`config.mk`:
```
export PLATFORM = sky130hd
export DESIGN_NAME = keypad_scan_ctrl_flat
export DESIGN_NICKNAME = d
export VERILOG_FILES = /design/src/rtl/keypad_scan_ctrl_if.sv /design/src/rtl/keypad_scan_ctrl.sv /design/src/flat_wrapper.sv
export SDC_FILE = /design/constraint.sdc
export NUM_CORES = 1
export LEC_CHECK = 0
export CORE_MARGIN = 2
export CORE_UTILIZATION = 55
export CTS_CLUSTER_DIAMETER = 60
export DETAILED_ROUTE_END_ITERATION = 8
export PLACE_DENSITY = 0.86
export SLEW_MARGIN = 20
export SYNTH_ARGS = -nofsm -noshare
export SYNTH_HDL_FRONTEND = slang
export SYNTH_SLANG_ARGS = --single-unit
```
`constraint.sdc`:
```
create_clock -name CLK -period 2.6 [get_ports CLK]
set_input_delay 0.52 -clock CLK [delete_from_list [all_inputs] [get_ports CLK]]
set_output_delay 0.52 -clock CLK [all_outputs]
set_load 0.01 [all_outputs]
```
`src/rtl/keypad_scan_ctrl_if.sv`:
```
// Key report bus between the keypad scanner (master) and the key-code decoder (slave).
// Signal names match the decoder pins one-for-one.
interface keypad_scan_ctrl_if;
  logic D0;
  logic D1;
  logic Q0;
  logic Q1;
  logic KEY_VALID;
  logic KEY_ACK;
  logic KEY_HELD;

  modport master (
    output D0, D1, Q0, Q1, KEY_VALID, KEY_HELD,
    input  KEY_ACK
  );

  modport slave (
    input  D0, D1, Q0, Q1, KEY_VALID, KEY_HELD,
    output KEY_ACK
  );
endinterface

```
`src/rtl/keypad_scan_ctrl.sv`:
```
// 4x4 keypad scanner/debouncer: press reported SCAN_DIV+DEBOUNCE_CYC cycles after its column strobe; KEY_VALID holds (scan stalls) until KEY_ACK.
// Define KEYPAD_AUTOREPEAT_EN to re-present a held key every REPEAT_CYC cycles after each ack.
module keypad_scan_ctrl #(
  parameter int SCAN_DIV     = 1000,
  parameter int DEBOUNCE_CYC = 20000,
  parameter int REPEAT_CYC   = 500000
) (
  input  logic               CLK,
  input  logic               RST_N,
  input  logic [3:0]         ROW,
  output logic [3:0]         COL,
  keypad_scan_ctrl_if.master key_if
);

  localparam int DIV_W = $clog2(SCAN_DIV);
  localparam int DEB_W = $clog2(DEBOUNCE_CYC);

  typedef enum logic [1:0] {
    ST_SCAN     = 2'd0,
    ST_DEBOUNCE = 2'd1,
    ST_WAIT_ACK = 2'd2,
    ST_HOLD     = 2'd3
  } state_t;

  state_t             state_q, state_d;
  logic [1:0]         c_q, c_d;
  logic [1:0]         r_q, r_d;
  logic [DIV_W-1:0]   div_q, div_d;
  logic [DEB_W-1:0]   cnt_q, cnt_d;
  logic [3:0]         key_q, key_d;
  logic [3:0]         sync1_q, sync1_d;
  logic [3:0]         sync2_q, sync2_d;
  logic               key_valid;
  logic               key_held;
  logic               row_open;

`ifdef KEYPAD_AUTOREPEAT_EN
  localparam int REP_W = $clog2(REPEAT_CYC);
  logic [REP_W-1:0]   rep_q, rep_d;
`else
  logic               unused_repeat_cfg;
  assign unused_repeat_cfg = (REPEAT_CYC > 0);
`endif

  function automatic logic [1:0] first_low(input logic [3:0] v);
    if (!v[0])      first_low = 2'd0;
    else if (!v[1]) first_low = 2'd1;
    else if (!v[2]) first_low = 2'd2;
    else            first_low = 2'd3;
  endfunction

  always_ff @(posedge CLK) begin
    if (!RST_N) begin
      state_q <= ST_SCAN;
      c_q     <= '0;
      r_q     <= '0;
      div_q   <= '0;
      cnt_q   <= '0;
      key_q   <= '0;
      sync1_q <= '1;
      sync2_q <= '1;
`ifdef KEYPAD_AUTOREPEAT_EN
      rep_q   <= '0;
`endif
    end else begin
      state_q <= state_d;
      c_q     <= c_d;
      r_q     <= r_d;
      div_q   <= div_d;
      cnt_q   <= cnt_d;
      key_q   <= key_d;
      sync1_q <= sync1_d;
      sync2_q <= sync2_d;
`ifdef KEYPAD_AUTOREPEAT_EN
      rep_q   <= rep_d;
`endif
    end
  end

  // sync2_q is the synchronized row bus; row_open tracks only the latched row.
  assign row_open = sync2_q[r_q];

  always_comb begin
    state_d = state_q;
    c_d     = c_q;
    r_d     = r_q;
    div_d   = div_q;
    cnt_d   = cnt_q;
    key_d   = key_q;
    sync1_d = ROW;
    sync2_d = sync1_q;
`ifdef KEYPAD_AUTOREPEAT_EN
    rep_d   = rep_q;
`endif
    unique case (state_q)
      ST_SCAN: begin
        if (div_q == DIV_W'(SCAN_DIV - 1)) begin
          div_d = '0;
          if (sync2_q != 4'hF) begin
            r_d     = first_low(sync2_q);
            cnt_d   = '0;
            state_d = ST_DEBOUNCE;
          end else begin
            c_d = c_q + 2'd1;
          end
        end else begin
          div_d = div_q + 1'b1;
        end
      end
      ST_DEBOUNCE: begin
        if (!row_open) begin
          if (cnt_q == DEB_W'(DEBOUNCE_CYC - 1)) begin
            cnt_d   = '0;
            key_d   = {r_q, c_q};
            state_d = ST_WAIT_ACK;
          end else begin
            cnt_d = cnt_q + 1'b1;
          end
        end else begin
          cnt_d   = '0;
          c_d     = c_q + 2'd1;
          state_d = ST_SCAN;
        end
      end
      ST_WAIT_ACK: begin
        if (key_if.KEY_ACK) begin
          cnt_d   = '0;
          state_d = ST_HOLD;
`ifdef KEYPAD_AUTOREPEAT_EN
          rep_d   = '0;
`endif
        end
      end
      ST_HOLD: begin
        if (row_open) begin
`ifdef KEYPAD_AUTOREPEAT_EN
          rep_d = '0;
`endif
          if (cnt_q == DEB_W'(DEBOUNCE_CYC - 1)) begin
            cnt_d   = '0;
            c_d     = c_q + 2'd1;
            state_d = ST_SCAN;
          end else begin
            cnt_d = cnt_q + 1'b1;
          end
        end else begin
          cnt_d = '0;
`ifdef KEYPAD_AUTOREPEAT_EN
          if (rep_q == REP_W'(REPEAT_CYC - 1)) begin
            rep_d   = '0;
            state_d = ST_WAIT_ACK;
          end else begin
            rep_d = rep_q + 1'b1;
          end
`endif
        end
      end
      default: state_d = ST_SCAN;
    endcase
  end

  always_comb begin
    COL       = ~(4'b0001 << c_q);
    key_valid = (state_q == ST_WAIT_ACK);
    key_held  = (state_q == ST_WAIT_ACK) || (state_q == ST_HOLD);
  end

  assign key_if.D0        = key_q[3];
  assign key_if.D1        = key_q[2];
  assign key_if.Q0        = key_q[1];
  assign key_if.Q1        = key_q[0];
  assign key_if.KEY_VALID = key_valid;
  assign key_if.KEY_HELD  = key_held;

endmodule
```
`src/flat_wrapper.sv`:
```
// flat-port wrapper written by rule: the top's interface ports become plain ports
module keypad_scan_ctrl_flat 
#(
  parameter int SCAN_DIV     = 1000,
  parameter int DEBOUNCE_CYC = 20000,
  parameter int REPEAT_CYC   = 500000
)
  (CLK, RST_N, ROW, COL, key_if_D0, key_if_D1, key_if_Q0, key_if_Q1, key_if_KEY_VALID, key_if_KEY_HELD, key_if_KEY_ACK);
  keypad_scan_ctrl_if key_if_i ();
  input  logic CLK;
  input  logic RST_N;
  input  logic [3:0] ROW;
  output logic [3:0] COL;
  output wire logic [$bits(key_if_i.D0)-1:0] key_if_D0;
  output wire logic [$bits(key_if_i.D1)-1:0] key_if_D1;
  output wire logic [$bits(key_if_i.Q0)-1:0] key_if_Q0;
  output wire logic [$bits(key_if_i.Q1)-1:0] key_if_Q1;
  output wire logic [$bits(key_if_i.KEY_VALID)-1:0] key_if_KEY_VALID;
  output wire logic [$bits(key_if_i.KEY_HELD)-1:0] key_if_KEY_HELD;
  input wire logic [$bits(key_if_i.KEY_ACK)-1:0] key_if_KEY_ACK;
  assign key_if_D0 = key_if_i.D0;
  assign key_if_D1 = key_if_i.D1;
  assign key_if_Q0 = key_if_i.Q0;
  assign key_if_Q1 = key_if_i.Q1;
  assign key_if_KEY_VALID = key_if_i.KEY_VALID;
  assign key_if_KEY_HELD = key_if_i.KEY_HELD;
  assign key_if_i.KEY_ACK = key_if_KEY_ACK;
  keypad_scan_ctrl #(.SCAN_DIV(SCAN_DIV), .DEBOUNCE_CYC(DEBOUNCE_CYC), .REPEAT_CYC(REPEAT_CYC)) u_core (.CLK(CLK), .RST_N(RST_N), .ROW(ROW), .COL(COL), .key_if(key_if_i));
endmodule
```
# After elaboration in Yosys (flattened, before gate mapping)
# Cells that the tools add are included.
dict set report classes {
  add_sub_neg 3
  multipliers 0
  div_mod_pow 0
  n_lt_le_gt_ge 1
  eq_ne 14
  shifts 1
  mux 27
  n_bitwise 2
  reduce_logical 8
}
# cell n
set ops {}
lappend ops {{two-way mux 15 bit} 6}
lappend ops {{one-hot mux 15 bit (4 select lines)} 1}
lappend ops {{two-way mux 2 bit} 14}
lappend ops {{adder 15 x 1 -> 15 bit, second input constant} 1}
lappend ops {{== test 15 bit, second input constant} 1}
lappend ops {{inequality test 2 x 1 -> 1 bit, second input constant} 6}
lappend ops {{AND reduction 6 bit} 2}
lappend ops {{adder 10 x 1 -> 10 bit, second input constant} 1}
lappend ops {{== test 10 bit, second input constant} 1}
lappend ops {{two-way mux 10 bit} 1}
lappend ops {{AND reduction 3 bit} 3}
lappend ops {{one-hot mux 2 bit (4 select lines)} 1}
lappend ops {{one-hot mux 2 bit (3 select lines)} 1}
lappend ops {{== test 2 bit, second input constant} 2}
lappend ops {{inequality test 4 bit, second input constant} 1}
lappend ops {{inverter 4 bit} 1}
lappend ops {{<< shifter 1 x 2 -> 4 bit, first input constant} 1}
lappend ops {{less-than comparator 2 x 3 -> 1 bit, second input constant} 1}
lappend ops {{inequality test 3 x 1 -> 1 bit, second input constant} 1}
lappend ops {{nonzero test 3 bit} 1}
lappend ops {{adder 2 x 1 -> 2 bit, second input constant} 1}
lappend ops {{binary-select mux 1 bit (select 2 bit)} 1}
lappend ops {{== test 2 x 1 -> 1 bit, second input constant} 1}
lappend ops {{zero test 2 bit} 1}
lappend ops {{4 further kinds} 5}
dict set report word_totals {
  reg_bits 43
  latchBits 0
  ram_bits 0
  mem_bits_ro 0
  in_bits 7
  output_inout_bits 10
  elab_cells 64
  n_memories 0
}

# Longest topological paths before layout
dict set report logic_depth {
  ltp_word 4
  depth_mapped 8
  mapped_depth_nobuf 6
}

# Least setup slack after synthesis
# OpenSTA, ideal clock, no wires.
dict set report synth_path {
  kind {reg-to-reg}
  startpoint {reg u_core.div_q[0]}
  endpoint {reg u_core.cnt_q[10]}
  setup_time_ps 121
  arrival_ps 1755
  t_required_ps 2479
  slack_ps 723
  stages_incl_launch_ff 9
  path_buffers 2
  period_less_slack_ps 1877
  path_cell_list {dfxtp_1 -> ha_1 -> nand3_1 -> or4_4 -> buf_6 -> and2_4 -> buf_6 -> o21ai_4 -> nor2_1}
}
dict set report synth_between {
  elab_chain_cells 3
}
# element line
set synth_lines {}
lappend synth_lines {{start: declaration} keypad_scan_ctrl.sv:28} ;# logic [DIV_W-1:0] div_q, div_d;
lappend synth_lines {{start signal: assignment} keypad_scan_ctrl.sv:69} ;# div_q <= div_d;
lappend synth_lines {{== test 10 bit} keypad_scan_ctrl.sv:97} ;# if (div_q == DIV_W'(SCAN_DIV - 1)) begin
lappend synth_lines {{inequality test 2 x 1 -> 1 bit (no line)} -}
lappend synth_lines {{AND reduction 3 bit (no line)} -}
lappend synth_lines {{end signal: assignment} keypad_scan_ctrl.sv:70} ;# cnt_q <= cnt_d;
lappend synth_lines {{end: declaration} keypad_scan_ctrl.sv:29} ;# logic [DEB_W-1:0] cnt_q, cnt_d;
# Every way passes these cells.
# A chain may end at the register's enable or synchronous reset.

==> results.toml <==
[run_status]
outcome = "complete, no violations"

[clock_network]
cts.reportedPaths.clkPinSlew_ps = 80
clk_path_buf_depth = 2
cts.repair.resized = 0
cts_tree = "built"
cts_sinks = 43
worstSkewPairLatency_ps = 300
cts_buffers = 5
clock_tree.root_cell = "sky130_fd_sc_hd__clkbuf_8"
cts_setup_buffers = 0
cts-hold-fix-buffers = 0
cts-htree-levels = 2

[power_and_ir_drop]
peakVddDrop_mv = 0.414
powerDensity_mw_per_mm2 = 537
netSwitchingFraction = 0.204
total_leakage_power_nw = 0.881
power_report.internal_total_mw = 1.00
power.clock.fraction = 0.426
combinationalPowerShare = 0.038
share_seq_of_total_power = 0.536
switching_power_uw = 256

[drt]
detail_route.iter0.violations = 137
drc = 0
routed_wire_length_mm = 4.10
drt_first_pass_iters = 5
route.antenna.remaining_nets = 0
viasPerCell = 5.80
detailroute.via_count = 1733
post_drt_wl_per_cell_um = 13.7

[hold_path]
hold-path-cell-count = 1
hp-class = "register to register"

[cells_and_area]
antenna_cells_inserted = 0
finalNetCount = 263
layout-drive-gt1-share = 0.0598
instances_no_fill = 299
final_cell_area_sq_mm = 0.00234
layout_overhead_on_the_synthesized_area_pct = 14.1
utilization_after_layout = 0.645

[placement]
routabilityCongestion = 0.875
place.port_buffers = 16
place_area_sq_mm = 0.00222
placed_cells = 291
dp.final_hpwl_mm = 2.76

[synth]
async_flop_share = 0
yosys_warnings = 0
synth.top_cell.area_share = 0.419
syn_area_sq_mm = 0.00205
synth.avg_cell_area_sq_um = 8.70
postSynthRegisterBits = 43
synth-edff-count = 0
synth_nets = 249
synth.top_cells.by_area = "sky130_fd_sc_hd__dfxtp_1, sky130_fd_sc_hd__xnor2_1, sky130_fd_sc_hd__nor2_1"
synth_area_leader_cell = "sky130_fd_sc_hd__dfxtp_1"
post_synth_num_cell_types = 41
postSynthCellCount = 236
synth.yosys.seq_area_share = 0.419
prevailing_post_synth_register_cell = "sky130_fd_sc_hd__dfxtp_1"

[sta]
max-slew-margin-rel = 0.506
timing_worst_slew_pin_value_ps = 742
final.setup_skew_ps = 9.20
fin_hold_ws_ps = 412
finalHoldViolations = 0
setup_repair_after_global_routing_missed_its_margin = "false"
final_report_setup_violation_count = 0
finalSetupTns_ps = 0
post-route-period-util = 0.844
final-max-slew-violation-count = 0
achievable-frequency_ghz = 0.456
finalWorstPathRequiredPeriod_ps = 2190

[die]
i_o_pin_cnt = 17
dieArea_sq_mm = 0.00424
start_util = 0.565
core.rowCount = 22
die_y_um = 65.1
dieWidth_um = 65.1
coreArea_sq_mm = 0.00363

[global_route]
first_global_vias = 1607
groute.usage.overall = 0.214
globalRouteMet1Util = 0.270
groute.layer.met3.usage = 0.0548
initial_antenna_violation_count = 0
grt_first_pass_wirelength_mm = 7.07
grt_overflow = 0
grt_start_max_net_pins = 20
grtUsageMet2 = 0.358
grt_busiest_layer = "met2"

[flow_run]
maxCapViolCount = 0

[critical_path]
crit_path_start_kind = "register"
crit_required_ps = 2080
worstPathArrival_ps = 1670
worst_r2r_path_depth = 5
kind_of_end_point_of_the_critical_path = "output port"
criticalPathCategory = "register to output port"
critical_path.max_fanout = 11
-- registers in the layout, summed over array words and instances, names as in the netlist, named ones only --
signal / count
u_core.div_q: 10
u_core.c_q: 2
u_core.cnt_q: 15
u_core.r_q: 2
u_core.sync2_q: 4
u_core.state_q: 1
u_core.sync1_q: 4
u_core.key_q: 4
-- stage by stage --
stage / power [mW] / setup slack [ps]
6_report: 1.26 / 405
2_1_floorplan: 0.719 / 723
3_3_place_gp: 0.735 / 505
5_1_grt: 1.30 / 286
3_5_place_dp: 0.737 / 426
4_1_cts: 1.26 / 415
-- synthesized netlist by cell type, types with 2 or more instances --
cell type and n:
sky130_fd_sc_hd__buf_6 2, sky130_fd_sc_hd__and2_1 2, sky130_fd_sc_hd__o21a_1 2, sky130_fd_sc_hd__nand2_1 26, sky130_fd_sc_hd__a21oi_1 9, sky130_fd_sc_hd__nor4b_1 2, sky130_fd_sc_hd__a31oi_1 7, sky130_fd_sc_hd__nand3b_1 4
sky130_fd_sc_hd__xor2_1 3, sky130_fd_sc_hd__mux2i_1 7, sky130_fd_sc_hd__nand3_1 11, sky130_fd_sc_hd__and3_1 7, sky130_fd_sc_hd__inv_1 8, sky130_fd_sc_hd__clkbuf_1 7, sky130_fd_sc_hd__dfxtp_1 43, sky130_fd_sc_hd__nand4_1 5
sky130_fd_sc_hd__nor3_1 3, sky130_fd_sc_hd__ha_1 6, sky130_fd_sc_hd__xnor2_1 13, sky130_fd_sc_hd__and4_1 5, sky130_fd_sc_hd__a211oi_1 3, sky130_fd_sc_hd__a311oi_1 2, sky130_fd_sc_hd__o21ai_0 5, sky130_fd_sc_hd__nand2b_1 8
sky130_fd_sc_hd__nor2_1 30
-- path summary, 6_finish.rpt --
| path | slack [ps] | to | from |
|---|---|---|---|
| setup / recovery | 410 | key_if_KEY_VALID | register |
| hold / removal | 410 | u_core.sync2_q[3] | u_core.sync1_q[3] |
| setup reg to reg | 490 | u_core.cnt_q[3] | u_core.r_q[0] |
| hold reg to reg | 410 | u_core.sync2_q[3] | u_core.sync1_q[3] |
-- area by class of cell --
type / instances / area, sq um
well taps: 48 / 60.1
repair buffers: 17 / 168
multi-input cells: 174 / 1100
flip-flops and latches: 43 / 861
clock buffers: 6 / 82.6
fillers: 315 / 1290
inverters: 9 / 33.8
clock inverters: 2 / 35.0
-- cells in the final DEF, fill, tap and decap left out, types with 2 or more instances in the layout --
master	n
sky130_fd_sc_hd__nand3b_1	4
sky130_fd_sc_hd__o21ai_0	5
sky130_fd_sc_hd__nand2b_1	8
sky130_fd_sc_hd__xor2_1	3
sky130_fd_sc_hd__and2_1	2
sky130_fd_sc_hd__nor3_1	3
sky130_fd_sc_hd__a211oi_1	3
sky130_fd_sc_hd__a311oi_1	2
sky130_fd_sc_hd__nand3_1	11
sky130_fd_sc_hd__nor4b_1	2
sky130_fd_sc_hd__inv_1	8
sky130_fd_sc_hd__a21oi_1	9
sky130_fd_sc_hd__nand4_1	5
sky130_fd_sc_hd__dfxtp_1	43
sky130_fd_sc_hd__clkbuf_8	6
sky130_fd_sc_hd__xnor2_1	13
sky130_fd_sc_hd__nor2_1	30
sky130_fd_sc_hd__clkdlybuf4s50_1	16
sky130_fd_sc_hd__ha_1	6
sky130_fd_sc_hd__nand2_1	26
sky130_fd_sc_hd__and4_1	5
sky130_fd_sc_hd__o21a_1	2
sky130_fd_sc_hd__a31oi_1	7
sky130_fd_sc_hd__and3_1	7
sky130_fd_sc_hd__mux2i_1	7
-- per-layer routing --
layer  share of wire  wire length [um]  up-vias
met1            0.45              1850      815
met4           0.015                63        0
li1                -                 -      847
met2            0.48              1960       64
met5               0                 0        -
met3           0.056               229        7
-- cell families after synthesis --
| group | synth area share |
|---|---|
| flip-flops | 0.419 |
| AND/OR/NAND/NOR | 0.279 |
| XOR/XNOR | 0.0683 |
| AO/OA/AOI/OAI | 0.108 |
| multiplexers | 0.0451 |
| buffers and inverters | 0.0439 |
| adder cells (fa/ha/maj) | 0.0366 |
-- worst max-delay path, stage by stage, from the launching register on --
cell and delay, ps:
sky130_fd_sc_hd__dfxtp_1 580, sky130_fd_sc_hd__nor2b_1 230, sky130_fd_sc_hd__clkdlybuf4s50_1 560
-- power groups by stage --
stage,registers (mW),clock network [mW],logic [mW]
after floorplan,0.688,0,0.0312
after global placement,0.689,0,0.0464
after detailed placement,0.690,0,0.0476
after CTS,0.674,0.538,0.0479
after global routing,0.675,0.572,0.0539
final,0.674,0.536,0.0475
(Power assumes the default switching activity.)
